**config.mk**
```make
export PLATFORM = sky130hd
export DESIGN_NAME = pdl_eval_ctrl_flat
export DESIGN_NICKNAME = d
export VERILOG_FILES = /design/src/rtl/pdl_puf_pkg.sv /design/src/rtl/pdl_eval_ctrl_if.sv /design/src/rtl/arb_sync.sv /design/src/rtl/pdl_eval_ctrl.sv /design/src/flat_wrapper.sv
export SDC_FILE = /design/constraint.sdc
export NUM_CORES = 1
export LEC_CHECK = 0
export ABC_AREA = 0
export CAP_MARGIN = 15
export CORE_AREA = 2 2 126 128
export CTS_CLUSTER_SIZE = 30
export DETAILED_ROUTE_END_ITERATION = 8
export DIE_AREA = 0 0 128 130
export GPL_TIMING_DRIVEN = 1
export PLACE_DENSITY = 0.79
export REMOVE_ABC_BUFFERS = 1
export SETUP_SLACK_MARGIN = 0.1
export SYNTH_ARGS = -nofsm -noshare
export SYNTH_HDL_FRONTEND = slang
export SYNTH_SLANG_ARGS = --single-unit
```
**constraint.sdc**
```tcl
create_clock -name clk -period 2.5 [get_ports clk]
set_input_delay 0.25 -clock clk [delete_from_list [all_inputs] [get_ports clk]]
set_output_delay 0.25 -clock clk [all_outputs]
set_load 0.01 [all_outputs]
```
**src/rtl/pdl_puf_pkg.sv**
```systemverilog
// Shared definitions for the PDL arbiter-PUF evaluation controller.
//   state_e     : controller FSM encoding (3-bit)
//   EVAL_CNT_W  : width of the launch/eval counter
//   clog2_f     : ceil(log2(v)) helper usable in localparams
package pdl_puf_pkg;

   localparam int unsigned EVAL_CNT_W = 8;

   typedef enum logic [2:0] {
      StIdle  = 3'd0,
      StSetup = 3'd1,
      StHigh  = 3'd2,
      StLow   = 3'd3,
      StDone  = 3'd4
   } state_e;

   // Returns at least 1 so a counter never collapses to zero width.
   function automatic int unsigned clog2_f(input int unsigned v);
      int unsigned r;
      r = 0;
      while ((32'd1 << r) < v) begin
         r = r + 1;
      end
      return (r == 0) ? 1 : r;
   endfunction

endpackage

```
**src/rtl/pdl_eval_ctrl_if.sv**
```systemverilog
// Signal bundle between the PUF evaluation controller and its neighbours.
//   start/challenge/resp_ready/arb_out : into the controller
//   select_tp/select_btm/launch        : to the pdl_switch chain
//   busy/resp/ones_cnt/resp_valid      : status and response
// modport slave is the controller side; master is the driver/consumer side.
interface pdl_eval_ctrl_if #(
   parameter int unsigned N_STAGES = 64
) ();

   logic                    start;
   logic [2*N_STAGES-1:0]   challenge;
   logic [N_STAGES-1:0]     select_tp;
   logic [N_STAGES-1:0]     select_btm;
   logic                    launch;
   logic                    arb_out;
   logic                    busy;
   logic                    resp;
   logic [7:0]              ones_cnt;
   logic                    resp_valid;
   logic                    resp_ready;

   modport master (
      output start, challenge, arb_out, resp_ready,
      input  select_tp, select_btm, launch, busy, resp, ones_cnt, resp_valid
   );

   modport slave (
      input  start, challenge, arb_out, resp_ready,
      output select_tp, select_btm, launch, busy, resp, ones_cnt, resp_valid
   );

endinterface

```
**src/rtl/arb_sync.sv**
```systemverilog
// Two-flop synchronizer for the asynchronous arbiter output.
//   clk, rst_n : clock, async active-low reset (both flops clear to 0)
//   d_i        : asynchronous input
//   q_o        : synchronized output
module arb_sync (
   input  logic clk,
   input  logic rst_n,
   input  logic d_i,
   output logic q_o
);

   logic [1:0] sync_q;

   always_ff @(posedge clk or negedge rst_n) begin
      if (!rst_n) begin
         sync_q <= 2'b00;
      end else begin
         sync_q <= {sync_q[0], d_i};
      end
   end

   assign q_o = sync_q[1];

endmodule

```
**src/rtl/pdl_eval_ctrl.sv**
```systemverilog
// PDL arbiter-PUF evaluation controller: latches a challenge onto the switch-chain
// selects, fires N_EVAL launch pulses, samples the synchronized arbiter output at the
// end of each high phase and majority-votes the samples into one response bit.
//   clk, rst_n : clock, async active-low reset
//   bus        : pdl_eval_ctrl_if.slave (request, chain drive, arbiter input, response)
module pdl_eval_ctrl
   import pdl_puf_pkg::*;
#(
   parameter int unsigned N_STAGES   = 64,
   parameter int unsigned N_EVAL     = 15,
   parameter int unsigned SETUP_CYC  = 4,
   parameter int unsigned SETTLE_CYC = 16
) (
   input  logic             clk,
   input  logic             rst_n,
   pdl_eval_ctrl_if.slave   bus
);

   if (SETTLE_CYC < 3) begin : g_bad_settle
      $error("pdl_eval_ctrl: SETTLE_CYC must be at least 3");
   end
   if (SETUP_CYC < 1) begin : g_bad_setup
      $error("pdl_eval_ctrl: SETUP_CYC must be at least 1");
   end
   if (N_EVAL < 1 || N_EVAL > 255) begin : g_bad_eval
      $error("pdl_eval_ctrl: N_EVAL must be in 1..255");
   end

   localparam int unsigned CNT_MAX = (SETUP_CYC > SETTLE_CYC) ? SETUP_CYC : SETTLE_CYC;
   localparam int unsigned CNT_W   = clog2_f(CNT_MAX + 1);

   // SETUP counts 0..SETUP_CYC: one cycle for the freshly latched selects to reach the
   // chain, then SETUP_CYC full hold cycles before the first launch edge.
   localparam logic [CNT_W-1:0]      SETUP_LAST  = CNT_W'(SETUP_CYC);
   localparam logic [CNT_W-1:0]      SETTLE_LAST = CNT_W'(SETTLE_CYC - 1);
   localparam logic [EVAL_CNT_W-1:0] EVAL_LAST   = EVAL_CNT_W'(N_EVAL - 1);
   localparam logic [7:0]            ONES_MAX    = 8'(N_EVAL);
   localparam logic [7:0]            ONES_HALF   = 8'(N_EVAL / 2);

   state_e                  state_q;
   logic [CNT_W-1:0]        cnt_q;
   logic [EVAL_CNT_W-1:0]   eval_q;
   logic [N_STAGES-1:0]     sel_tp_q;
   logic [N_STAGES-1:0]     sel_btm_q;
   logic                    launch_q;
   logic                    resp_q;
   logic [7:0]              ones_q;
   logic                    valid_q;
   logic                    busy_q;
   logic                    arb_synced;

   (* keep_hierarchy = "yes" *)
   arb_sync u_arb_sync (
      .clk   (clk),
      .rst_n (rst_n),
      .d_i   (bus.arb_out),
      .q_o   (arb_synced)
   );

   always_ff @(posedge clk or negedge rst_n) begin
      if (!rst_n) begin
         state_q   <= StIdle;
         cnt_q     <= '0;
         eval_q    <= '0;
         sel_tp_q  <= '0;
         sel_btm_q <= '0;
         launch_q  <= 1'b0;
         resp_q    <= 1'b0;
         ones_q    <= '0;
         valid_q   <= 1'b0;
         busy_q    <= 1'b0;
      end else begin
         unique case (state_q)
            StIdle: begin
               if (bus.start) begin
                  sel_tp_q  <= bus.challenge[N_STAGES-1:0];
                  sel_btm_q <= bus.challenge[2*N_STAGES-1:N_STAGES];
                  ones_q    <= '0;
                  eval_q    <= '0;
                  cnt_q     <= '0;
                  resp_q    <= 1'b0;
                  busy_q    <= 1'b1;
                  state_q   <= StSetup;
               end
            end
            StSetup: begin
               if (cnt_q == SETUP_LAST) begin
                  cnt_q    <= '0;
                  launch_q <= 1'b1;
                  state_q  <= StHigh;
               end else begin
                  cnt_q <= cnt_q + 1'b1;
               end
            end
            StHigh: begin
               if (cnt_q == SETTLE_LAST) begin
                  cnt_q    <= '0;
                  launch_q <= 1'b0;
                  state_q  <= StLow;
                  if (arb_synced && (ones_q < ONES_MAX)) begin
                     ones_q <= ones_q + 8'd1;
                  end
               end else begin
                  cnt_q <= cnt_q + 1'b1;
               end
            end
            StLow: begin
               if (cnt_q == SETTLE_LAST) begin
                  cnt_q  <= '0;
                  eval_q <= eval_q + 1'b1;
                  if (eval_q == EVAL_LAST) begin
                     // ones_q is final here: the last sample landed on the HIGH exit.
                     resp_q  <= (ones_q > ONES_HALF);
                     valid_q <= 1'b1;
                     state_q <= StDone;
                  end else begin
                     launch_q <= 1'b1;
                     state_q  <= StHigh;
                  end
               end else begin
                  cnt_q <= cnt_q + 1'b1;
               end
            end
            StDone: begin
               if (bus.resp_ready) begin
                  valid_q <= 1'b0;
                  busy_q  <= 1'b0;
                  state_q <= StIdle;
               end
            end
            default: begin
               state_q <= StIdle;
            end
         endcase
      end
   end

   assign bus.select_tp  = sel_tp_q;
   assign bus.select_btm = sel_btm_q;
   assign bus.launch     = launch_q;
   assign bus.busy       = busy_q;
   assign bus.resp       = resp_q;
   assign bus.ones_cnt   = ones_q;
   assign bus.resp_valid = valid_q;

   ones_cnt_bound_a: assert property (@(posedge clk) disable iff (!rst_n)
      ones_q <= ONES_MAX);

endmodule

```
**src/flat_wrapper.sv**
```systemverilog
// flat-port wrapper written by rule: the top's interface ports become plain ports
module pdl_eval_ctrl_flat import pdl_puf_pkg::*;
#(
   parameter int unsigned N_STAGES   = 64,
   parameter int unsigned N_EVAL     = 15,
   parameter int unsigned SETUP_CYC  = 4,
   parameter int unsigned SETTLE_CYC = 16
)
  (clk, rst_n, bus_start, bus_challenge, bus_arb_out, bus_resp_ready, bus_select_tp, bus_select_btm, bus_launch, bus_busy, bus_resp, bus_ones_cnt, bus_resp_valid);
  pdl_eval_ctrl_if #(.N_STAGES(N_STAGES)) bus_i ();
  input  logic clk;
  input  logic rst_n;
  input wire logic [$bits(bus_i.start)-1:0] bus_start;
  input wire logic [$bits(bus_i.challenge)-1:0] bus_challenge;
  input wire logic [$bits(bus_i.arb_out)-1:0] bus_arb_out;
  input wire logic [$bits(bus_i.resp_ready)-1:0] bus_resp_ready;
  output wire logic [$bits(bus_i.select_tp)-1:0] bus_select_tp;
  output wire logic [$bits(bus_i.select_btm)-1:0] bus_select_btm;
  output wire logic [$bits(bus_i.launch)-1:0] bus_launch;
  output wire logic [$bits(bus_i.busy)-1:0] bus_busy;
  output wire logic [$bits(bus_i.resp)-1:0] bus_resp;
  output wire logic [$bits(bus_i.ones_cnt)-1:0] bus_ones_cnt;
  output wire logic [$bits(bus_i.resp_valid)-1:0] bus_resp_valid;
  assign bus_i.start = bus_start;
  assign bus_i.challenge = bus_challenge;
  assign bus_i.arb_out = bus_arb_out;
  assign bus_i.resp_ready = bus_resp_ready;
  assign bus_select_tp = bus_i.select_tp;
  assign bus_select_btm = bus_i.select_btm;
  assign bus_launch = bus_i.launch;
  assign bus_busy = bus_i.busy;
  assign bus_resp = bus_i.resp;
  assign bus_ones_cnt = bus_i.ones_cnt;
  assign bus_resp_valid = bus_i.resp_valid;
  pdl_eval_ctrl #(.N_STAGES(N_STAGES), .N_EVAL(N_EVAL), .SETUP_CYC(SETUP_CYC), .SETTLE_CYC(SETTLE_CYC)) u_core (.clk(clk), .rst_n(rst_n), .bus(bus_i));
endmodule
```
* Word level (Yosys, flattened, before mapping)
Index checks and enable logic that the tools add are counted.
** Operators by class
- Add/subtract/negate cells :: 3
- Order comparisons :: 2
- Equality and inequality tests :: 15
- Multiplexer cells :: 32
- Reductions and logical operators :: 18
** Operators with widths (number)
- $mux 8 :: 4
- $pmux 8 s2 :: 2
- $mux 3 :: 6
- $add 8x1->8 const B :: 2
- $mux 5 :: 3
- $pmux 3 s5 :: 1
- $pmux 5 s3 :: 1
- $reduce_and 4->1 :: 3
- $mux 1 :: 11
- $ne 2x1->1 const B :: 5
- $reduce_and 5->1 :: 2
- $eq 8x4->1 const B :: 1
- $gt 8x3->1 const B :: 1
- $lt 8x4->1 const B :: 1
- $reduce_bool 2->1 :: 4
- $eq 3x2->1 const B :: 2
- $ne 2x2->1 const B :: 3
- $pmux 1 s2 :: 3
- $reduce_and 3->1 :: 2
- $reduce_bool 3->1 :: 2
- $add 5x1->5 const B :: 1
- $eq 5x3->1 const B :: 1
- $eq 5x4->1 const B :: 1
- $reduce_and 2->1 :: 2
- other kinds (6) :: 6
** Storage, ports and cells
- Register bits after elaboration :: 158
- Input port bits :: 133
- Output and inout bits :: 140
- Logic and storage cells :: 81

* Depth between registers and ports, before layout
Gate-level depths: netlist of run 1.
- Depth after elaboration :: 5
- Mapped depth :: 8
- Mapped depth without buffers :: 8

* By module
Netlist of run 1, hierarchy kept.
** By module, submodules not included
- pdl_eval_ctrl_flat :: times used 1, cells an instance 430, area each 6273.5 µm², seq. area each 3903.7 µm²
- arb_sync :: times used 1, cells an instance 2, area each 50.0 µm², seq. area each 50.0 µm²

* Worst setup path before layout of run 1
No wires, ideal clock.
- Path type :: reg-to-reg
- Start :: register u_core.cnt_q[0]
- End :: register u_core.eval_q[5]
- Setup time :: 77 ps
- Data arrival time :: 1946 ps
- Data required time :: 2423 ps
- Setup slack :: 477 ps
- Cell stages (with the launch flop) :: 9
- Buffers on the path :: 0
- Period minus slack after synthesis :: 2023 ps
- Cells stage by stage :: dfrtp_1 ha_1 nand3_1 inv_1 ha_1 nand3_1 a21o_4 or4_1 a21oi_1
** Between the ends
- Cells in the longest elaborated chain, start to end :: 3
** RTL lines
- from (decl) :: line pdl_eval_ctrl.sv:41 : logic [CNT_W-1:0] cnt_q;
- from (signal assigned) :: line pdl_eval_ctrl.sv:92 : cnt_q <= cnt_q + 1'b1;
- from (signal assigned) :: line pdl_eval_ctrl.sv:104 : cnt_q <= cnt_q + 1'b1;
- from (signal assigned) :: line pdl_eval_ctrl.sv:121 : cnt_q <= cnt_q + 1'b1;
- $eq 5x4->1 :: line pdl_eval_ctrl.sv:108 : if (cnt_q == SETTLE_LAST) begin
- $ne 2x1->1 (no line)
- $reduce_and 3->1 (no line)
- to (signal assigned) :: line pdl_eval_ctrl.sv:110 : eval_q <= eval_q + 1'b1;
- to (decl) :: line pdl_eval_ctrl.sv:42 : logic [EVAL_CNT_W-1:0] eval_q;
Every way passes these cells.
A chain may end at the register's enable or synchronous reset.

* Worst setup path in the final report of run 1
- Start :: register u_core.cnt_q[1]
- End :: register u_core.eval_q[7]
Same word-level chain as after synthesis.

==> flow_metrics.env, run 1 <==
export IMPL_fmax_mhz=445.6
export IMPL_crit_path_start_kind="register"
export IMPL_multiInputGateArea_um2=2208
export IMPL_start_util_pct=41.00
export IMPL_drt_pass1_iter_count=4
export IMPL_clkSinkCount=158
export IMPL_status="finished clean"
export IMPL_ys_seq_area_share_pct=62.52
export IMPL_endpoint_kind="register"
export IMPL_drv_slew=0
export IMPL_ys_ff_latch=158
export IMPL_grt_start_max_net_pins=64
export IMPL_die_h_um=130
export IMPL_synth_edf_count=0
export IMPL_ant_nets=0
export IMPL_num_vias=4587
export IMPL_hpwl_um=12200
export IMPL_grt_pass1_wl_um=25320
export IMPL_ys_flop_type="dfrtp_1"
export IMPL_drive_above_1_share_pct=24.97
export IMPL_fp_dieArea_um2=16640
export IMPL_drv_cap=0
export IMPL_rrSetupSlack_ns=0.26
export IMPL_routed_via_density=4.959
export IMPL_grt_usage_pct=19.67
export IMPL_fin_setup_tns_ns=0
export IMPL_io_pins=273
export IMPL_critPathRequiredTime_ns=2.83
export IMPL_cts_htree_levels=4
export IMPL_netlist_instances=432
export IMPL_diodes=0
export IMPL_cts_tree="yes"
export IMPL_syn_area_per_cell_um2=14.64
export IMPL_final_seq_area_um2=3954
export IMPL_fill_cells=1186
export IMPL_slowest_delay_ns=0.51
export IMPL_fin_crit_sh_pct=89.76
export IMPL_arrival_ns=2.58
export IMPL_cts_buffers_inserted=17
export IMPL_hold_ws_ns=0.2957
export IMPL_worstMarginPinSlew_ns=0.5796
export IMPL_clockBufferDepth=2
export IMPL_clkTransAtPathRegs_ns=0.06
export IMPL_coreArea_um2=15420
export IMPL_fin_crit_ns=2.244
export IMPL_syn_area_um2=6324
export IMPL_crit_fanout=9
export IMPL_synth_cell_type_count=47
export IMPL_grt_overflow_total=0
export IMPL_gp_congestion=0.8078
export IMPL_drcViolationCount=0
export IMPL_slew_headroom_pct=61.36
export IMPL_cts_root_buf="clkbuf_16"
export IMPL_grt_pass1_vias=5032
export IMPL_vdd_drop_max_uv=423.6
export IMPL_yosys_warnings=0
export IMPL_setup_viol=0
export IMPL_fin_nets=860
export IMPL_row_count=46
export IMPL_area_growth_pct=57.66
export IMPL_power_density_nw_per_um2=788.1
export IMPL_drt_wl_total_um=15960
export IMPL_die_w_um=128
export IMPL_detail_route_iter0_violations=219
export IMPL_cp_slowest_cell="or4_1"
export IMPL_finClkSkew_ns=0.004854
export IMPL_rsz0062_at_grt="false"
export IMPL_insertion_delay_ns=0.41
export IMPL_fin_util_pct=64.63
export IMPL_power_mw=7.857
export IMPL_portBuffers=272
export IMPL_worstHoldPathType="input port to register"
export IMPL_wire_per_inst_um=17.25
export IMPL_grt_antenna_before_repair=0
export IMPL_path_class="register to register"
export IMPL_hold_viol_final=0
export IMPL_async_flop_share_pct=100.0
export IMPL_p_leak_nw=4.160
export IMPL_crit_chain="ha_2 > nand3_1 > inv_1 > ha_2 > nand3_1 > a21o_4 > or4_1 > a21oi_1"
[where the power goes]
group / internal (mW) / switching [mW] / total, mW
sequential: 3.03 / 0.316 / 3.35
combinational: 1.28 / 0.751 / 2.04
clock: 1.50 / 0.976 / 2.47
[kinds of logic (layout without fill, tap and decap cells)]
group	count (synthesis)	count (layout)	share of synthesized area (%)
flops	158	158	62.52
xor+xnor	2	2	0.2771
buf+inv	32	333	2.632
mux	131	131	23.31
fa+ha+maj	7	7	1.385
compound gates	41	41	4.413
simple gates	61	61	5.461
[layer usage]
metal	vias up	track usage [%]	share of wire (%)
met5	-	0	0
met4	0	7.822	2.1
met3	27	6.601	6.8
met2	140	35.17	55
met1	2292	21.73	36
li1	2128	-	-
[cells in the final DEF, fill, tap and decap left out, drive strengths merged, types with 3 or more instances in the layout]
cell type	count
buf	17
or3	3
ha	7
clkinv	6
clkbuf	22
or4	4
nand2	13
o21ai	9
o31ai	5
clkdlybuf4s50	271
nor2b	5
a21oi	9
nand3	10
nor3	3
dfrtp	158
mux2	130
inv	13
a211oi	3
nor2	8
[flip-flops by register name, summed over array words and instances, names as in the netlist]
register and cells:
u_core.bus.select_btm 64, u_core.bus.select_tp 64, u_core.bus.ones_cnt 8, u_core.eval_q 8, u_core.cnt_q 5, u_core.state_q 3
u_core.u_arb_sync/sync_q 2, u_core.bus.busy 1, u_core.bus.launch 1, u_core.bus.resp 1, u_core.bus.resp_valid 1
[layout make-up]
type	instances	area share (%)
Inverter	12	0.4518
Multi-Input combinational cell	242	22.15
Sequential cell	158	39.66
Tap cell	192	2.410
Clock buffer	22	4.556
Clock inverter	10	1.142
Timing Repair Buffer	289	29.63
[cells in the mapped netlist, types with 2 or more instances]
master / instances / share of area [%]
xnor2_1: 2 / 0.28
ha_1: 7 / 1.4
or3_1: 3 / 0.30
or4_1: 4 / 0.47
or2_2: 2 / 0.20
clkbuf_1: 3 / 0.18
nor4_1: 2 / 0.20
nor2b_1: 5 / 0.49
dfrtp_1: 158 / 63
o31ai_1: 5 / 0.59
inv_1: 12 / 0.71
buf_2: 10 / 0.79
nand2_1: 13 / 0.77
buf_4: 5 / 0.59
o21ai_0: 9 / 0.71
and3_1: 2 / 0.20
mux2_2: 130 / 23
nor3_1: 3 / 0.24
nor4b_1: 2 / 0.28
nand3_1: 10 / 0.79
a21oi_1: 9 / 0.71
buf_6: 2 / 0.36
a211oi_1: 3 / 0.36
nor2_1: 7 / 0.42
a31oi_1: 2 / 0.20
[final timing paths]
| check | to | startpoint | cells past startpoint |
|---|---|---|---|
| setup reg to reg | u_core.eval_q[7] | u_core.cnt_q[1] | 8 |
| hold reg to reg | u_core.u_arb_sync/sync_q[1] | u_core.u_arb_sync/sync_q[0] | 0 |
| min in group asynchronous | u_core.bus.select_tp[61] | rst_n | 2 |
| setup / recovery | u_core.eval_q[7] | u_core.cnt_q[1] | 8 |
| hold / removal | u_core.u_arb_sync/sync_q[0] | bus_arb_out | 1 |
| max in group asynchronous | u_core.bus.select_tp[57] | rst_n | 3 |
[worst max-delay path, delay by kind of cell (launching register included)]
kind	cells	cell delay (ns)
AO/OA/AOI/OAI	2	0.45
adder cells (fa/ha/maj)	2	0.46
buffers and inverters	1	0.09
flip-flops	1	0.38
AND/OR/NAND/NOR	3	0.78
[metrics by stage]
step                instance area, µm²  instances  setup WS, ns
finish                            9970        925        0.2559
global route                      9970        925        0.1310
CTS                               9957        924        0.1533
detailed placement                9379        891        0.1793
global placement                  9379        891        0.2521
floorplan                         6202        412        -1.071
[repair_timing]
item,4_1_cts,5_1_grt
gates resized for setup,0,2
hold buffers,1,0
setup buffers,0,1
endpoints found under the setup margin,0,5
hold endpoints to repair,60,0
No activity file was read; power rests on OpenSTA's default activity.
==> inputs of run 2 (changes only) <==
--- a/config.mk
+++ b/config.mk
@@ -15,6 +15,7 @@
 export PLACE_DENSITY = 0.79
 export REMOVE_ABC_BUFFERS = 1
 export SETUP_SLACK_MARGIN = 0.1
+export SKIP_CTS_REPAIR_TIMING = 1
 export SYNTH_ARGS = -nofsm -noshare
 export SYNTH_HDL_FRONTEND = slang
 export SYNTH_SLANG_ARGS = --single-unit
==> flow_metrics.env, run 2 (synthesized netlist as in run 1, its figures left out) <==
export IMPL_portBuffers=272
export IMPL_fmax_mhz=445.0
export IMPL_arrival_ns=2.58
export IMPL_hpwl_um=12200
export IMPL_cts_buffers_inserted=17
export IMPL_grt_pass1_vias=5020
export IMPL_p_leak_nw=4.160
export IMPL_worstMarginPinSlew_ns=0.5789
export IMPL_clkTransAtPathRegs_ns=0.06
export IMPL_grt_usage_pct=19.65
export IMPL_wire_per_inst_um=17.25
export IMPL_detail_route_iter0_violations=192
export IMPL_coreArea_um2=15420
export IMPL_fin_setup_tns_ns=0
export IMPL_grt_start_max_net_pins=64
export IMPL_fin_crit_ns=2.247
export IMPL_path_class="register to register"
export IMPL_place_ws_ns=0.1793
export IMPL_cts_tree="yes"
export IMPL_grt_overflow_total=0
export IMPL_rrSetupSlack_ns=0.25
export IMPL_diodes=0
export IMPL_routed_via_density=4.957
export IMPL_cts_root_buf="clkbuf_16"
export IMPL_drive_above_1_share_pct=24.97
export IMPL_drcViolationCount=0
export IMPL_layout_setup_ws_ns=0.2527
export IMPL_start_util_pct=41.00
export IMPL_cp_top_family="simple AND/OR/NAND/NOR gates"
export IMPL_status="finished clean"
export IMPL_cp_num_buf_inv=1
export IMPL_drv_slew=0
export IMPL_hold_ws_ns=0.2981
export IMPL_fin_area_um2=9970
export IMPL_fin_cells=925
export IMPL_placed_cells=891
export IMPL_slowest_delay_ns=0.51
export IMPL_fin_nets=860
export IMPL_row_count=46
export IMPL_critPathRequiredTime_ns=2.83
export IMPL_setup_viol=0
export IMPL_insertion_delay_ns=0.41
export IMPL_grt_antenna_before_repair=0
export IMPL_endpoint_kind="register"
export IMPL_clkSinkCount=158
export IMPL_fp_dieArea_um2=16640
export IMPL_die_h_um=130
export IMPL_rsz0062_at_grt="false"
export IMPL_gp_congestion=0.8078
export IMPL_cp_slowest_cell="or4_1"
export IMPL_final_cell_mix="271 x clkdlybuf4s50_1, 158 x dfrtp_1, 130 x mux2_2, 17 x clkbuf_16, 13 x nand2_1"
export IMPL_vdd_drop_max_uv=423.7
export IMPL_power_density_nw_per_um2=788.4
export IMPL_final_common_cell="clkdlybuf4s50_1"
export IMPL_num_vias=4585
export IMPL_slew_headroom_pct=61.41
export IMPL_finClkSkew_ns=0.005465
export IMPL_worstHoldPathType="input port to register"
export IMPL_multiInputGateArea_um2=2208
export IMPL_hold_viol_final=0
export IMPL_die_w_um=128
export IMPL_io_pins=273
export IMPL_power_mw=7.860
export IMPL_crit_chain="ha_2 > nand3_1 > inv_1 > ha_2 > nand3_1 > a21o_4 > or4_1 > a21oi_1"
export IMPL_placed_area_um2=9379
export IMPL_area_growth_pct=57.66
export IMPL_clockBufferDepth=2
export IMPL_drt_pass1_iter_count=4
export IMPL_fill_cells=1186
export IMPL_crit_fanout=9
export IMPL_ant_nets=0
export IMPL_fin_crit_sh_pct=89.89
export IMPL_drv_cap=0
export IMPL_cts_htree_levels=4
export IMPL_final_seq_area_um2=3954
export IMPL_fin_util_pct=64.63
export IMPL_crit_path_start_kind="register"
export IMPL_drt_wl_total_um=15950
export IMPL_grt_pass1_wl_um=25290
[run 2: final cells by class]
type                       instances  area share, %
sequential                       158          39.66
timing repair buffer             289          29.63
multi-input combinational        242          22.15
clock buffer                      22          4.556
tap                              192          2.410
clock inverter                    10          1.142
inverter                          12         0.4518
[run 2: per-layer routing]
metal,up-vias,part of all wire (%),global-route usage [%]
li1,2126,-,-
met1,2294,37,21.73
met2,140,55,35.11
met3,25,6.8,6.601
met4,0,2.0,7.822
met5,-,0,0
[run 2: worst paths after layout]
| check | start | endpoint | cells after the start |
|---|---|---|---|
| max | u_core.cnt_q[1] | u_core.eval_q[7] | 8 |
| min | bus_arb_out | u_core.u_arb_sync/sync_q[0] | 1 |
| max reg2reg | u_core.cnt_q[1] | u_core.eval_q[7] | 8 |
| min reg2reg | u_core.u_arb_sync/sync_q[0] | u_core.u_arb_sync/sync_q[1] | 0 |
| max in group asynchronous | rst_n | u_core.bus.select_tp[57] | 3 |
| min in group asynchronous | rst_n | u_core.bus.select_tp[61] | 2 |
[run 2: where the power goes]
group / switching, mW / total [mW] / internal, mW
logic: 0.752 / 2.04 / 1.28
clock network: 0.978 / 2.47 / 1.50
registers: 0.316 / 3.35 / 3.03
total: 2.05 / 7.86 / 5.81
==> inputs of run 3 (changes only) <==
--- a/config.mk
+++ b/config.mk
@@ -14,7 +14,7 @@
 export GPL_TIMING_DRIVEN = 1
 export PLACE_DENSITY = 0.79
 export REMOVE_ABC_BUFFERS = 1
-export SETUP_SLACK_MARGIN = 0.1
+export SETUP_SLACK_MARGIN = 0.05
 export SKIP_CTS_REPAIR_TIMING = 1
 export SYNTH_ARGS = -nofsm -noshare
 export SYNTH_HDL_FRONTEND = slang
==> flow_metrics.env, run 3 (synthesized netlist as in run 1, its figures left out) <==
export IMPL_status="finished clean"
export IMPL_wire_per_inst_um=17.29
export IMPL_insertion_delay_ns=0.41
export IMPL_switching_share_pct=26.03
export IMPL_portBuffers=272
export IMPL_die_h_um=130
export IMPL_pwr_share_seq_pct=42.8
export IMPL_r2r_end="u_core.eval_q[7]"
export IMPL_rrSetupSlack_ns=0.19
export IMPL_die_w_um=128
export IMPL_grt_start_max_net_pins=64
export IMPL_coreArea_um2=15420
export IMPL_pwr_share_clk_pct=31.5
export IMPL_p_leak_nw=4.157
export IMPL_slew_headroom_pct=61.40
export IMPL_crit_fanout=9
export IMPL_clockBufferDepth=2
export IMPL_endpoint_kind="register"
export IMPL_rsz0062_at_grt="false"
export IMPL_detail_route_iter0_violations=184
export IMPL_grt_pass1_vias=5020
export IMPL_arrival_ns=2.64
export IMPL_grt_pass1_wl_um=25290
export IMPL_p_sw_mw=2.042
export IMPL_diodes=0
export IMPL_finClkSkew_ns=0.005678
export IMPL_fin_area_um2=9960
export IMPL_rr_worst_depth=8
export IMPL_setup_viol=0
export IMPL_cts_htree_levels=4
export IMPL_layout_setup_ws_ns=0.1872
export IMPL_routed_via_density=4.975
export IMPL_path_class="register to register"
export IMPL_gp_congestion=0.8078
export IMPL_drt_wl_total_um=15980
export IMPL_clkTransAtPathRegs_ns=0.06
export IMPL_fill_cells=1188
export IMPL_min_to="u_core.u_arb_sync/sync_q[0]"
export IMPL_hold_viol_final=0
export IMPL_grt_overflow_total=0
export IMPL_vdd_drop_max_uv=423.1
export IMPL_start_util_pct=41.00
export IMPL_fin_crit_ns=2.313
export IMPL_fin_util_pct=64.57
export IMPL_cts_tree="yes"
export IMPL_cts_buffers_inserted=17
export IMPL_hpwl_um=12200
export IMPL_fin_crit_sh_pct=92.51
export IMPL_final_common_cell="clkdlybuf4s50_1"
export IMPL_comb_power_share_pct=25.7
export IMPL_critPathRequiredTime_ns=2.83
export IMPL_timing_rr_start="u_core.cnt_q[0]"
export IMPL_power_density_nw_per_um2=787.5
export IMPL_drcViolationCount=0
export IMPL_io_pins=273
export IMPL_drt_pass1_iter_count=6
export IMPL_drive_above_1_share_pct=24.73
export IMPL_row_count=46
export IMPL_cts_root_buf="clkbuf_16"
export IMPL_final_cell_mix="271 x clkdlybuf4s50_1, 158 x dfrtp_1, 130 x mux2_2, 17 x clkbuf_16, 13 x nand2_1"
export IMPL_num_vias=4597
export IMPL_placed_area_um2=9379
export IMPL_hold_start="bus_arb_out"
export IMPL_grt_usage_pct=19.65
export IMPL_clkSinkCount=158
export IMPL_drv_cap=0
export IMPL_drv_slew=0
export IMPL_area_growth_pct=57.50
export IMPL_grt_antenna_before_repair=0
export IMPL_crit_path_start_kind="register"
export IMPL_fin_nets=859
export IMPL_ant_nets=0
export IMPL_worstHoldPathType="input port to register"
export IMPL_internal_power_mw=5.802
export IMPL_worstMarginPinSlew_ns=0.5791
export IMPL_hold_path_depth=1
export IMPL_fp_dieArea_um2=16640
export IMPL_place_ws_ns=0.1793
export IMPL_fmax_mhz=432.4
[run 3: changes by cell type in the layout (fill, tap and decap cells not counted), sizes merged]
| cell | previous run | this run |
|---|---|---|
| buf | 17 | 16 |
[run 3: worst max-delay path by stage]
stage	from	end	slack [ns]
2_1_floorplan	u_core.state_q[1]	u_core.bus.select_btm[0]	-1.07
3_3_place_gp	bus_start	u_core.bus.select_tp[24]	0.25
3_5_place_dp	u_core.cnt_q[0]	u_core.eval_q[6]	0.18
5_1_grt	u_core.cnt_q[0]	u_core.eval_q[5]	0.06
6_report	u_core.cnt_q[0]	u_core.eval_q[7]	0.19
4_1_cts	u_core.cnt_q[0]	u_core.eval_q[7]	0.15
[run 3: metrics by stage]
stage / total power, mW / setup TNS, ns / std cells / hold WS (ns)
2_1_floorplan: 4.106 / -142.72 / 412 / -0.04559
3_3_place_gp: 5.326 / 0 / 891 / 0.2782
3_5_place_dp: 5.433 / 0 / 891 / 0.2772
4_1_cts: 7.937 / 0 / 923 / -0.1729
5_1_grt: 8.241 / 0 / 924 / 0.2957
6_report: 7.843 / 0 / 924 / 0.2964
[run 3: power by group through the flow]
stage | Sequential, mW | Combinational [mW] | Clock, mW
2_1_floorplan | 3.54 | 0.567 | 0
6_report | 3.36 | 2.02 | 2.47
3_3_place_gp | 3.36 | 1.96 | 0
5_1_grt | 3.42 | 2.17 | 2.65
3_5_place_dp | 3.40 | 2.04 | 0
4_1_cts | 3.36 | 2.05 | 2.53
[run 3: layer usage]
metal	routed length [µm]	part of all wire (%)	vias up	track usage, %
met5	0	0	-	0
met3	1115	7.0	27	6.601
met2	8751	55	156	35.11
met1	5779	36	2289	21.73
met4	329	2.1	0	7.822
li1	-	-	2125	-
[run 3: cell type report]
cell class	count	area [µm²]	share of cell area, %
Timing Repair Buffer	288	2947	29.59
Sequential cell	158	3954	39.70
Multi-Input combinational cell	242	2206	22.15
Clock inverter	10	113.9	1.143
Clock buffer	22	454.2	4.560
Tap cell	192	240.2	2.412
Inverter	12	45.04	0.4523
[run 3: worst max-delay path: stages, from the launching register on]
cell,delay [ns]
dfrtp_1,0.42
ha_1,0.24
nand3_1,0.13
inv_1,0.09
ha_2,0.24
nand3_1,0.16
a21o_4,0.29
or4_1,0.51
a21oi_1,0.16
